**config.mk**
```make
export PLATFORM = sky130hd
export DESIGN_NAME = cla_pipe_addsub
export DESIGN_NICKNAME = d
export VERILOG_FILES = /design/src/rtl/cla_pkg.sv /design/src/rtl/cla_seg.sv /design/src/rtl/cla_pipe_addsub.sv
export SDC_FILE = /design/constraint.sdc
export NUM_CORES = 1
export LEC_CHECK = 0
export ABC_AREA = 1
export CORE_UTILIZATION = 45
export DETAILED_ROUTE_END_ITERATION = 8
export PLACE_DENSITY_LB_ADDON = 0.05
export SETUP_SLACK_MARGIN = 0.1
export SYNTH_ARGS = -nofsm -noshare
export SYNTH_HDL_FRONTEND = slang
export SYNTH_HIERARCHICAL = 1
export SYNTH_SLANG_ARGS = --single-unit
```
**constraint.sdc**
```tcl
create_clock -name clk -period 1.95 [get_ports clk]
set_clock_uncertainty 0.15 [all_clocks]
set_input_delay 0.39 -clock clk [delete_from_list [all_inputs] [get_ports clk]]
set_output_delay 0.39 -clock clk [all_outputs]
set_load 0.05 [all_outputs]
```
**src/rtl/cla_pkg.sv**
```systemverilog
// Shared definitions for the pipelined carry-lookahead adder/subtractor:
// mode encoding, segment-count helper and the per-stage valid/tag record.
package cla_pkg;

   localparam logic MODE_ADD = 1'b0;
   localparam logic MODE_SUB = 1'b1;

   // Widest sideband tag a stage record can carry; narrower tags are zero-extended.
   localparam int unsigned TAG_W_MAX = 16;

   typedef struct packed {
      logic                 valid;
      logic [TAG_W_MAX-1:0] tag;
   } stage_rec_t;

   function automatic int unsigned nseg(input int unsigned width, input int unsigned seg_w);
      return (seg_w == 0) ? 0 : width / seg_w;
   endfunction

endpackage

```
**src/rtl/cla_seg.sv**
```systemverilog
// Combinational SEG_W-bit carry-lookahead segment. Also exposes the carry
// into the segment MSB so the top can derive signed overflow.
module cla_seg
   import cla_pkg::*;
#(
   parameter int unsigned SEG_W = 8
) (
   input  logic [SEG_W-1:0] a,
   input  logic [SEG_W-1:0] b,
   input  logic             ci,
   output logic [SEG_W-1:0] s,
   output logic             co,
   output logic             msb_ci
);

   logic [SEG_W-1:0] g;
   logic [SEG_W-1:0] p;
   logic [SEG_W:0]   c;
   logic             run_p;
   logic             acc;

   assign g = a & b;
   assign p = a ^ b;

   // Each carry is a flat sum of generate terms gated by the propagate run above them.
   always_comb begin
      c     = '0;
      run_p = 1'b0;
      acc   = 1'b0;
      c[0]  = ci;
      for (int i = 0; i < SEG_W; i++) begin
         run_p = 1'b1;
         acc   = 1'b0;
         for (int j = i; j >= 0; j--) begin
            acc   = acc | (g[j] & run_p);
            run_p = run_p & p[j];
         end
         c[i+1] = acc | (run_p & ci);
      end
   end

   assign s      = p ^ c[SEG_W-1:0];
   assign co     = c[SEG_W];
   assign msb_ci = c[SEG_W-1];

endmodule

```
**src/rtl/cla_pipe_addsub.sv**
```systemverilog
// Pipelined carry-lookahead adder/subtractor, one register stage per segment,
// valid/ready handshake with full-pipe stall. Define CLA_PIPE_FLAGS_EN to add zero/ovf outputs.
module cla_pipe_addsub
   import cla_pkg::*;
#(
   parameter int unsigned WIDTH = 24,
   parameter int unsigned SEG_W = 8,
   parameter int unsigned TAG_W = 4
) (
   input  logic             clk,
   input  logic             rst_n,
   input  logic             in_valid,
   output logic             in_ready,
   input  logic [WIDTH-1:0] a,
   input  logic [WIDTH-1:0] b,
   input  logic             c_in,
   input  logic             sub,
   input  logic [TAG_W-1:0] in_tag,
   output logic             out_valid,
   input  logic             out_ready,
   output logic [WIDTH-1:0] s,
   output logic             c_out,
   output logic [TAG_W-1:0] out_tag
`ifdef CLA_PIPE_FLAGS_EN
   ,
   output logic             zero,
   output logic             ovf
`endif
);

   localparam int unsigned NSEG = nseg(WIDTH, SEG_W);

   if (SEG_W < 1 || (WIDTH % SEG_W) != 0 || TAG_W < 1 || TAG_W > TAG_W_MAX) begin : g_param_err
      $error("cla_pipe_addsub: WIDTH must be a non-zero multiple of SEG_W and TAG_W within 1..TAG_W_MAX");
   end

   logic             advance_c;
   logic [WIDTH-1:0] b_x;
   logic             ci_x;
   stage_rec_t       last_rec;

   assign advance_c = ~(out_valid & ~out_ready);
   assign in_ready  = advance_c;

   assign b_x  = (sub == MODE_ADD) ? b : ~b;
   assign ci_x = (sub == MODE_SUB) ? 1'b1 : c_in;

   for (genvar k = 0; k < NSEG; k++) begin : g_stg
      // Operand bits still to be summed as they arrive at this stage.
      localparam int unsigned REM_IN = WIDTH - k * SEG_W;

      logic [REM_IN-1:0]      a_in;
      logic [REM_IN-1:0]      b_in;
      logic                   ci_in;
      stage_rec_t             rec_d;
      stage_rec_t             rec_q;
      logic [(k+1)*SEG_W-1:0] sum_d;
      logic [(k+1)*SEG_W-1:0] sum_q;
      logic [SEG_W-1:0]       seg_s;
      logic                   seg_co;
      logic                   seg_msb_ci;
      logic                   c_q;

      if (k == 0) begin : g_first
         assign a_in      = a;
         assign b_in      = b_x;
         assign ci_in     = ci_x;
         assign rec_d.valid = in_valid;
         assign rec_d.tag   = TAG_W_MAX'(in_tag);
         assign sum_d     = seg_s;
      end else begin : g_next
         assign a_in  = g_stg[k-1].g_op.a_q;
         assign b_in  = g_stg[k-1].g_op.b_q;
         assign ci_in = g_stg[k-1].c_q;
         assign rec_d = g_stg[k-1].rec_q;
         assign sum_d = {seg_s, g_stg[k-1].sum_q};
      end

      cla_seg #(.SEG_W(SEG_W)) u_seg (
         .a      (a_in[SEG_W-1:0]),
         .b      (b_in[SEG_W-1:0]),
         .ci     (ci_in),
         .s      (seg_s),
         .co     (seg_co),
         .msb_ci (seg_msb_ci)
      );

      always_ff @(posedge clk or negedge rst_n) begin
         if (!rst_n) begin
            rec_q <= '0;
            sum_q <= '0;
            c_q   <= 1'b0;
         end else if (advance_c) begin
            rec_q <= rec_d;
            sum_q <= sum_d;
            c_q   <= seg_co;
         end
      end

      // Skew registers: upper segments ride along until their carry catches up.
      if (k < NSEG - 1) begin : g_op
         logic [REM_IN-SEG_W-1:0] a_q;
         logic [REM_IN-SEG_W-1:0] b_q;

         always_ff @(posedge clk or negedge rst_n) begin
            if (!rst_n) begin
               a_q <= '0;
               b_q <= '0;
            end else if (advance_c) begin
               a_q <= a_in[REM_IN-1:SEG_W];
               b_q <= b_in[REM_IN-1:SEG_W];
            end
         end
      end

`ifdef CLA_PIPE_FLAGS_EN
      if (k == NSEG - 1) begin : g_flags
         logic zero_q;
         logic ovf_q;

         always_ff @(posedge clk or negedge rst_n) begin
            if (!rst_n) begin
               zero_q <= 1'b0;
               ovf_q  <= 1'b0;
            end else if (advance_c) begin
               zero_q <= (sum_d == '0);
               ovf_q  <= seg_msb_ci ^ seg_co;
            end
         end
      end else begin : g_msb_sink
         logic unused_msb_ci;
         assign unused_msb_ci = seg_msb_ci;
      end
`else
      logic unused_msb_ci;
      assign unused_msb_ci = seg_msb_ci;
`endif
   end

   assign last_rec  = g_stg[NSEG-1].rec_q;
   assign out_valid = last_rec.valid;
   assign out_tag   = last_rec.tag[TAG_W-1:0];
   assign s         = g_stg[NSEG-1].sum_q;
   assign c_out     = g_stg[NSEG-1].c_q;

`ifdef CLA_PIPE_FLAGS_EN
   assign zero = g_stg[NSEG-1].g_flags.zero_q;
   assign ovf  = g_stg[NSEG-1].g_flags.ovf_q;
`endif

   if (TAG_W < TAG_W_MAX) begin : g_tag_sink
      logic unused_tag_hi;
      assign unused_tag_hi = |last_rec.tag[TAG_W_MAX-1:TAG_W];
   end

endmodule
```
==> results of run 1 <==
==> placed cells by master, fill, tap and decap left out, types with 3 or more instances in the layout <==
master and instances:
nand2_1 387, dfrtp_1 114, inv_1 56, buf_4 56
clkdlybuf4s50_1 50, nand3_1 24, ha_1 22, xor2_1 18
clkbuf_16 17, o21ai_0 15, nand2_2 14, nor2_1 8
clkinv_2 6, nand3_2 5, a21oi_1 5, buf_12 5
nor2_4 4, nor2_2 4, a21oi_2 4, dlymetal6s2s_1 4
xnor2_1 3, o21bai_1 3, fa_1 3
==> area by class of cell <==
| class | instances | area, µm² |
|---|---|---|
| Clock buffer | 20 | 447 |
| Clock inverter | 11 | 114 |
| Fill cell | 1120 | 4660 |
| Inverter | 58 | 218 |
| Multi-Input combinational cell | 527 | 2600 |
| Sequential cell | 114 | 2850 |
| Tap cell | 168 | 210 |
| Timing Repair Buffer | 119 | 1110 |
==> routing by layer <==
metal / global-route usage, % / vias up
li1: - / 2422
met1: 23.1 / 2164
met2: 33.2 / 85
met3: 5.96 / 9
met4: 7.71 / 0
met5: 0 / -
==> registers in the layout, summed over array words and instances (netlist names) <==
signal,count
out_valid,1
g_stg.sum_q,24
s,24
g_stg.rec_q,10
g_stg.g_op.b_q,24
out_tag,4
g_stg.c_q,2
g_stg.g_op.a_q,24
c_out,1
==> kinds of logic after synthesis <==
| logic type | share of synthesized area, % |
|---|---|
| xor gates and xnor gates | 3.52 |
| DFF | 49.8 |
| buffers and inverters | 6.46 |
| and+or+nand+nor | 31.3 |
| adders and majority gates | 6.29 |
| AOI/OAI and AO/OA | 2.66 |
==> stage by stage <==
step                std cells  TNS, ns  area, µm²  power, W  hold slack (ns)
floorplan                 727   -0.529       5750   0.00720          -0.0556
global placement          980    -5.54       6850   0.00845           0.0757
detailed placement        980    -6.65       6850   0.00855           0.0761
CTS                      1013        0       7450    0.0116            0.184
global route             1017        0       7550    0.0124            0.209
finish                   1017        0       7550    0.0115            0.201
==> power groups by stage <==
| stage | Clock (W) | Combinational (W) | Sequential, W |
|---|---|---|---|
| 3_5_place_dp | 0 | 0.00474 | 0.00381 |
| 3_3_place_gp | 0 | 0.00465 | 0.00379 |
| 6_report | 0.00293 | 0.00480 | 0.00379 |
| 2_1_floorplan | 0 | 0.00245 | 0.00476 |
| 4_1_cts | 0.00302 | 0.00477 | 0.00379 |
| 5_1_grt | 0.00312 | 0.00536 | 0.00390 |
==> how the worst max path moves through the flow <==
stage	startpoint	endpoint	slack [ns]	cells past startpoint
floorplan	sub	g_stg[0].sum_q[6]$_DFFE_PN0N_	-0.13	14
global placement	sub	g_stg[0].sum_q[6]$_DFFE_PN0N_	-0.62	14
detailed placement	sub	g_stg[0].sum_q[7]$_DFFE_PN0N_	-0.70	14
CTS	b[4]	g_stg[0].sum_q[7]$_DFFE_PN0N_	0.1	13
global route	g_stg[0].g_op.a_q[1]$_DFFE_PN0N_	g_stg[1].sum_q[12]$_DFFE_PN0N_	0.08	8
finish	out_ready	in_ready	0.15	4
==> what timing repair did <==
action,4_1_cts,5_1_grt
pin swaps,10,13
gates resized for setup,7,19
setup buffers,1,4
hold buffers,1,0
hold endpoints to repair,114,0
setup endpoints to repair,9,14
==> worst max-delay path, cell delays in order <==
cell	delay (ns)
clkdlybuf4s50_1	0.51
inv_1	0.08
nand2_4	0.12
buf_12	0.15
==> flow_summary_export.csv, run 1 <==
group,metric,value,unit
routing,met3_length,541,µm
routing,drc,0,
placed_design,pre_cts_slack,-0.704,ns
power_and_ir_drop,p_switching,0.00462,W
worst_setup_path,cp_max_fo,6,
placed_design,hpwl,8220,µm
synth,yosysWarningCount,6,
cells_and_area,layout-drive-gt1-share,15.4,%
job,drv_cap,0,
cells_and_area,fin_nets,922,
placed_design,place.gp.congestion,0.844,
worst_setup_path,worstSetupEndpointType,"output port",
worst_setup_path,crit_arrival,1.26,ns
timing,clock.fmax,556,MHz
power_and_ir_drop,pwr-share-comb,41.7,%
power_and_ir_drop,vdd_ir_drop_max,847,µV
clock_tree,clk_pin_slew_worst_paths,0.05,ns
timing,min_period_over_period,92.2,%
synth,synthesis.area,0.00573,mm²
synth,yosysMostFrequentCell,"nand2_1",
synth,synth_cell_types,21,
global_route,grt_overflow,0,
worst_hold_path,hold_class,"in -> async",
timing,timing.final.ws_setup,0.153,ns
clock_tree,cts_root_buf,"clkbuf_16",
synth,synth_top_area_share,49.8,%
synth,synth_ff_type,"dfrtp_1",
cells_and_area,syn_to_final_growth,31.7,%
timing,rsz0062_at_grt,"true",
worst_setup_path,path_class,"in -> out",
global_route,grt_usage,19.5,%
timing,worst_slew_pin_slew,0.336,ns
clock_tree,cts.sinks,114,
routing,via_per_inst,4.60,
cells_and_area,utilization,61.8,%
timing,slew_headroom,77.6,%
synth,synth_common_cells,"389 x nand2_1, 114 x dfrtp_1, 57 x inv_1",
routing,wl,11800,µm
worst_setup_path,r2r_cells,8,
cells_and_area,diodes,0,
clock_tree,clock_path_buffers,2,
global_route,grt_max_degree,65,
power_and_ir_drop,p_seq_share,32.9,%
routing,routedWlPerCell,11.6,µm
status,status,"finished clean",
synth,synthArstFlopShare,100,%
global_route,grt_first_pass_wirelength,20100,µm
synth,synth-edff-count,0,
synth,yosys_register_bits,114,
power_and_ir_drop,clkPwrFrac,25.5,%
power_and_ir_drop,powerDensity,1530,mW/mm²
routing,wl_met1,5340,µm
timing,finalCriticalPeriod,1.80,ns
routing,vias,4680,
floorplanning,die_y,115,µm
routing,drtIter0Drc,192,
worst_setup_path,critPathLaunchType,"input pin",
floorplanning,die_w,115,µm
floorplanning,num_rows,40,
global_route,first_global_vias,4577,
routing,highest_layer,"met4",
timing,setup_viol,0,
clock_tree,cts-htree-levels,4,
clock_tree,clock_latency,0.41,ns
power_and_ir_drop,leakage,4.13,nW
floorplanning,boundaryPins,89,
synth,synth_seq_area_share,49.8,%
power_and_ir_drop,internal-power,0.00690,W
clock_tree,cts_buffers,17,
worst_setup_path,required,1.41,ns
timing,slew_viol_final,0,
power_and_ir_drop,p_sw_share,40.1,%
floorplanning,dieArea,0.0132,mm²
timing,hold_violations,0,
routing,final_antenna_net_count,0,
worst_setup_path,worst_r2r_endpoint,"g_stg[1].sum_q[12]$_DFFE_PN0N_",
synth,synth_cells,727,
routing,wl_met2,5760,µm
synth,synth_area_leader_cell,"dfrtp_1",
clock_tree,cts_tree,"done",
routing,drt_first_pass_iters,7,
worst_setup_path,rrSetupSlack,0.19,ns
global_route,grt_antenna_before_repair,0,
worst_setup_path,rr_startpoint,"g_stg[0].g_op.a_q[1]$_DFFE_PN0N_",
synth,syn_nets,812,
floorplanning,coreArea,0.0122,mm²
placed_design,port_buffers,88,
synth,synthTopCellsByArea,"dfrtp_1 50%, nand2_1 25%, ha_1 5.2%",
floorplanning,initial_utilization,46.9,%
synth,synth.avg_cell_area,7.88,µm²
No activity file was read; power rests on OpenSTA's default activity.
==> inputs of run 2 (changes only) <==
- CTS_CLUSTER_DIAMETER: not set -> 50
- HOLD_SLACK_MARGIN: not set -> 0.02
- SYNTH_HIERARCHICAL: 1 -> not set
==> flow_summary_export.csv, run 2 <==
group,metric,value,unit
status,status,"finished clean",
floorplanning,initial_utilization,46.4,%
timing,hold-worst-slack,0.311,ns
timing,slew_headroom,70.6,%
global_route,grtUsageMet3,6.16,%
synth,synth_ff_type,"dfrtp_1",
worst_setup_path,cp_cell_sequence,"clkdlybuf4s50_1 > xor2_2 > ha_4 > nand2_1 > nor2_2 > nand3_1 > o2111ai_2 > nand2_1 > nand3_1 > nand2_1",
timing,setup_viol,0,
placed_design,hpwl,8230,µm
worst_setup_path,crit_path_frequent_cell,"nand2_1",
routing,drt_first_pass_iters,5,
synth,yosysMostFrequentCell,"nand2_1",
cells_and_area,syn_to_final_growth,34.4,%
floorplanning,die_y,114,µm
cells_and_area,multi_input_comb_area,0.00261,mm²
timing,clock.fmax,551,MHz
cells_and_area,fillers,1101,
worst_setup_path,r2r_cells,10,
routing,routedWlPerCell,12.4,µm
cells_and_area,seq_area,0.00285,mm²
synth,synthesis.area,0.00562,mm²
timing,hold_violations,0,
clock_tree,cts-htree-levels,4,
job,drv_cap,0,
synth,syn_nets,766,
power_and_ir_drop,powerDensity,1550,mW/mm²
clock_tree,cts_buffers,17,
placed_design,port_buffers,88,
clock_tree,cts_tree,"done",
cells_and_area,fin_nets,873,
timing,rsz0062_at_grt,"true",
floorplanning,die_w,114,µm
worst_setup_path,max_stage_delay,0.44,ns
clock_tree,cts_root_buf,"clkbuf_16",
clock_tree,clk_pin_slew_worst_paths,0.06,ns
synth,synth_area_leader_cell,"dfrtp_1",
synth,synth_seq_area_share,50.8,%
routing,vias,4560,
global_route,grt_overflow,0,
clock_tree,clock_latency,0.40,ns
worst_setup_path,worstSetupEndpointType,"register",
worst_setup_path,cp_max_fo,7,
synth,synth_top_area_share,50.8,%
synth,synth.avg_cell_area,8.25,µm²
cells_and_area,utilization,62.3,%
floorplanning,coreArea,0.0121,mm²
worst_setup_path,rrSetupSlack,0.23,ns
placed_design,place.gp.congestion,0.902,
worst_setup_path,startpoint,"b[3]",
synth,yosys_register_bits,114,
routing,drtIter0Drc,248,
timing,worst_slew_pin_slew,0.441,ns
worst_setup_path,path_class,"in -> reg",
timing,slew_viol_final,0,
global_route,grtUsageMet1,26.3,%
global_route,grt.busiest_layer,"met2",
global_route,grt_antenna_before_repair,0,
global_route,met2_usage,33.9,%
timing,finalCriticalPeriod,1.82,ns
worst_setup_path,required,2.10,ns
synth,synth-edff-count,0,
worst_hold_path,hold_class,"reg -> reg",
synth,synthTopCellsByArea,"dfrtp_1 51%, nand2_1 21%, ha_1 5.3%",
synth,synth_cells,681,
synth,yosysWarningCount,0,
floorplanning,boundaryPins,89,
clock_tree,clock_path_buffers,2,
worst_setup_path,rr_startpoint,"g_stg[1].g_op.a_q[3]$_DFFE_PN0N_",
worst_setup_path,cp-endpoint,"g_stg[0].sum_q[4]$_DFFE_PN0N_",
global_route,grt_max_degree,51,
cells_and_area,layout_common_cells,"316 x nand2_1, 113 x dfrtp_1, 55 x buf_4, 51 x clkdlybuf4s50_1, 40 x inv_1",
floorplanning,dieArea,0.0129,mm²
worst_setup_path,worst_r2r_endpoint,"s[23]$_DFFE_PN0N_",
synth,synthArstFlopShare,100,%
synth,synth_cell_types,28,
worst_setup_path,critPathLaunchType,"input pin",
worst_setup_path,crit_arrival,1.96,ns
global_route,grt_first_pass_wirelength,21000,µm
floorplanning,num_rows,40,
worst_setup_path,cpMaxStageDelayCell,"clkdlybuf4s50_1",
synth,synth_common_cells,"318 x nand2_1, 114 x dfrtp_1, 40 x inv_1",
routing,wl,12000,µm
cells_and_area,final_common_cell,"nand2_1",
global_route,grt_usage,20.6,%
global_route,first_global_vias,4680,
power_and_ir_drop,leakage,3.84,nW
power_and_ir_drop,vdd_ir_drop_max,1000,µV
routing,drc,0,
clock_tree,cts.sinks,114,
routing,final_antenna_net_count,0,
cells_and_area,layout-drive-gt1-share,16.6,%
cells_and_area,diodes,0,
routing,via_per_inst,4.71,
timing,min_period_over_period,93.1,%
## run 2: routing by layer
| metal | up-vias | routed length [µm] | share of wire [%] |
|---|---|---|---|
| li1 | 2335 | - | - |
| met1 | 2120 | 5660 | 47 |
| met2 | 94 | 5730 | 48 |
| met3 | 11 | 521 | 4.3 |
| met4 | 0 | 124 | 1.0 |
| met5 | - | 0 | 0 |
## run 2: cells by family (layout without fill, tap and decap cells)
family | after synthesis | after routing | synth area share [%]
compound gates | 52 | 52 | 4.90
fa+ha+maj | 27 | 27 | 6.42
xor+xnor | 28 | 28 | 4.37
buf+inv | 72 | 192 | 5.81
flops | 114 | 114 | 50.8
simple gates | 388 | 388 | 27.7
## run 2: layout make-up
class | count | area share [%]
Sequential cell | 114 | 37.8
Inverter | 42 | 2.09
Multi-Input combinational cell | 495 | 34.5
Tap cell | 168 | 2.79
Clock inverter | 13 | 2.12
Timing Repair Buffer | 118 | 14.7
Clock buffer | 19 | 6.00
## run 2: power breakdown
part	internal (W)	switching [W]	total, W
Clock	0.00207	0.00107	0.00314
Combinational	0.00169	0.00300	0.00469
Sequential	0.00329	0.000556	0.00385
## run 2: worst min-delay path by stage
stage / start / to / slack [ns] / cells after the start
2_1_floorplan: rst_n / c_out$_DFFE_PN0N_ / -0.06 / 0
3_5_place_dp: rst_n / s[11]$_DFFE_PN0N_ / 0.22 / 1
4_1_cts: g_stg[1].sum_q[12]$_DFFE_PN0N_ / s[12]$_DFFE_PN0N_ / 0.32 / 2
3_3_place_gp: rst_n / s[11]$_DFFE_PN0N_ / 0.20 / 1
6_report: g_stg[1].rec_q[16]$_DFFE_PN0N_ / out_valid$_DFFE_PN0N_ / 0.31 / 2
5_1_grt: g_stg[1].sum_q[12]$_DFFE_PN0N_ / s[12]$_DFFE_PN0N_ / 0.33 / 2
## run 2: critical path, delay by kind of cell
| family | cells | cell delay [ns] |
|---|---|---|
| AOI/OAI and AO/OA | 1 | 0.08 |
| xor gates and xnor gates | 1 | 0.18 |
| adders and majority gates | 1 | 0.32 |
| buffers and inverters | 1 | 0.44 |
| and+or+nand+nor | 6 | 0.56 |
## run 2: what timing repair did
| action | in CTS | in global routing |
|---|---|---|
| setup endpoints to repair | 5 | 13 |
| endpoints found under the hold margin | 27 | 0 |
| pin swaps | 2 | 9 |
| gates resized for setup | 2 | 33 |
| hold buffers | 1 | 0 |
| setup buffers | 1 | 1 |
## run 2: metrics by stage
step / area (µm²) / power, W / instances / setup TNS (ns) / worst slack [ns]
finish: 7550 / 0.0117 / 969 / 0 / 0.134
floorplan: 5650 / 0.00704 / 681 / -0.303 / -0.0836
global placement: 6740 / 0.00831 / 934 / -2.24 / -0.347
CTS: 7370 / 0.0117 / 968 / 0 / 0.0909
global route: 7550 / 0.0125 / 969 / 0 / 0.0521
detailed placement: 6740 / 0.00842 / 934 / -2.44 / -0.387
==> inputs of run 3 (changes only) <==
- ABC_AREA: 1 -> not set
==> flow_summary_export.csv, run 3 <==
group,metric,value,unit
timing,hold-worst-slack,0.307,ns
synth,synth_top_family_by_area,"simple AND/OR/NAND/NOR gates",
timing,timing.final.ws_setup,0.0358,ns
global_route,first_global_vias,4031,
routing,drtIter0Drc,150,
worst_setup_path,cp_max_fo,2,
status,violations,"design-rule violations",
worst_setup_path,worstSetupEndpointType,"register",
cells_and_area,utilization,65.6,%
clock_tree,cts_tree,"done",
placed_design,place.gp.congestion,0.764,
timing,worst_slew_pin_slew,0.423,ns
routing,via_per_inst,4.84,
synth,synth_seq_area_share,53.2,%
clock_tree,cts_buffers,17,
timing,setup_viol,0,
synth,synth_ff_type,"dfrtp_1",
power_and_ir_drop,powerDensity,1610,mW/mm²
placed_design,port_buffers,88,
clock_tree,cts_root_buf,"clkbuf_16",
synth,synthXorXnorAreaFrac,6.86,%
cells_and_area,diodes,0,
worst_setup_path,required,2.09,ns
clock_tree,cts.sinks,114,
timing,slew_headroom,71.8,%
routing,final_antenna_net_count,0,
global_route,grt_max_degree,39,
power_and_ir_drop,vdd_ir_drop_max,748,µV
floorplanning,dieArea,0.0124,mm²
clock_tree,cts-htree-levels,4,
cells_and_area,fin_nets,794,
placed_design,hpwl,7730,µm
floorplanning,boundaryPins,89,
cells_and_area,fillers,950,
timing,hold_violations,0,
timing,rsz0062_at_grt,"true",
timing,finalCriticalPeriod,1.91,ns
power_and_ir_drop,p_seq_share,32.0,%
worst_setup_path,critPathLaunchType,"input pin",
routing,vias,4190,
synth,synth_cells,574,
synth,synth_fa_ha_area_share,6.72,%
power_and_ir_drop,p_sw_share,38.2,%
synth,synth_cell_types,41,
synth,synth_common_cells,"241 x nand2_1, 114 x dfrtp_1, 25 x o21ai_1",
clock_tree,clk_pin_slew_worst_paths,0.05,ns
timing,min_period_over_period,98.2,%
floorplanning,num_rows,39,
global_route,grt_overflow,0,
floorplanning,die_w,111,µm
synth,synth_top_area_share,53.2,%
placed_design,postPlaceCellArea,0.00655,mm²
floorplanning,initial_utilization,46.6,%
routing,routedWlPerCell,13.1,µm
worst_setup_path,crit_arrival,2.05,ns
cells_and_area,final_common_cell,"nand2_1",
synth,synthesis.area,0.00537,mm²
synth,synth_area_leader_cell,"dfrtp_1",
cells_and_area,postLayoutCellArea,0.00756,mm²
synth,synth-edff-count,0,
power_and_ir_drop,internal-power,0.00750,W
cells_and_area,syn_to_final_growth,40.9,%
synth,yosysMostFrequentCell,"nand2_1",
status,status,"complete, but fails checks",
synth,syn_nets,659,
timing,slew_viol_final,0,
power_and_ir_drop,clkPwrFrac,24.9,%
routing,drt_first_pass_iters,8,
global_route,grt_first_pass_wirelength,18800,µm
synth,synthTopCellsByArea,"dfrtp_1 53%, nand2_1 17%, ha_1 5.6%",
cells_and_area,layout_common_cells,"241 x nand2_1, 113 x dfrtp_1, 81 x buf_4, 47 x clkdlybuf4s50_1, 23 x o21ai_1",
synth,synth.avg_cell_area,9.35,µm²
floorplanning,die_y,111,µm
cells_and_area,layout-drive-gt1-share,21.5,%
synth,synth.area.mux_share,0,%
synth,yosys_register_bits,114,
placed_design,pre_cts_slack,-0.534,ns
power_and_ir_drop,p_switching,0.00464,W
power_and_ir_drop,pwr-share-comb,43.1,%
power_and_ir_drop,leakage,3.63,nW
global_route,grt_usage,19.3,%
routing,wl,11300,µm
job,drv_cap,0,
synth,synth_compound_area_share,9.24,%
clock_tree,clock_path_buffers,2,
synth,yosysWarningCount,0,
timing,clock.fmax,522,MHz
synth,synthSimpleGateAreaFrac,21.4,%
worst_setup_path,path_class,"in -> reg",
floorplanning,coreArea,0.0115,mm²
global_route,grt_antenna_before_repair,0,
routing,drc,12,
synth,synthArstFlopShare,100,%
clock_tree,clock_latency,0.41,ns
worst_hold_path,hold_class,"reg -> reg",
run 3: final timing paths:
check	startpoint	end	slack, ns	cells past startpoint
max in group asynchronous	rst_n	g_stg[0].sum_q[6]$_DFFE_PN0N_	0.74	3
worst min register to register	g_stg[1].rec_q[16]$_DFFE_PN0N_	g_stg[1].rec_q[16]$_DFFE_PN0N_	0.31	2
worst max-delay path	b[5]	g_stg[0].sum_q[7]$_DFFE_PN0N_	0.04	7
worst min-delay path	g_stg[1].rec_q[16]$_DFFE_PN0N_	g_stg[1].rec_q[16]$_DFFE_PN0N_	0.31	2
min in group asynchronous	rst_n	out_tag[1]$_DFFE_PN0N_	0.32	2
worst max register to register	g_stg[0].g_op.a_q[0]$_DFFE_PN0N_	g_stg[1].sum_q[15]$_DFFE_PN0N_	0.05	6
run 3: per-layer routing:
metal  wire, µm  up-vias  GRT usage (%)
met1       5270     1970           25.3
met3        429        7           6.18
met5          0        -              0
met4         94        0           5.68
li1           -     2138              -
met2       5500       75           30.7
run 3: logic make-up (layout without fill, tap and decap cells):
family	Yosys count	after routing
compound gates	76	76
xor+xnor	42	42
fa+ha+maj	27	27
buf+inv	31	179
flops	114	114
simple gates	284	284
run 3: final cells by class:
type	count	area (µm²)	area share, %
clock buffer	28	517	6.84
tap	143	179	2.37
inverter	3	16.3	0.215
clock inverter	4	70.1	0.927
timing repair buffer	144	1280	16.9
sequential	114	2850	37.8
multi-input combinational	429	2640	35.0
run 3: worst max-delay path, stage by stage:
cell and delay, ns:
clkdlybuf4s50_1 0.41, xor2_1 0.17, ha_2 0.20, or4_4 0.56, nor2_4 0.12, o21ba_2 0.14, o31ai_2 0.06
run 3: stage by stage:
step / total power [W] / cells / TNS (ns)
final: 0.0121 / 865 / 0
after global routing: 0.0129 / 865 / -0.0159
after detailed placement: 0.00863 / 815 / -3.91
after CTS: 0.0119 / 855 / 0
after floorplan: 0.00715 / 574 / -1.16
after global placement: 0.00851 / 815 / -3.58
run 3: repair_timing:
action	4_1_cts	5_1_grt
endpoints found under the hold margin	27	0
pin swaps	30	29
gates resized for setup	31	24
hold buffers	1	0
buffers inserted	7	12
endpoints found under the setup margin	14	12
run 3: power by group through the flow:
stage          registers, W  clock network [W]  logic, W
4_1_cts             0.00387            0.00309   0.00493
2_1_floorplan       0.00486                  0   0.00229
5_1_grt             0.00402            0.00321   0.00571
3_3_place_gp        0.00384                  0   0.00467
6_report            0.00389            0.00302   0.00523
3_5_place_dp        0.00388                  0   0.00475
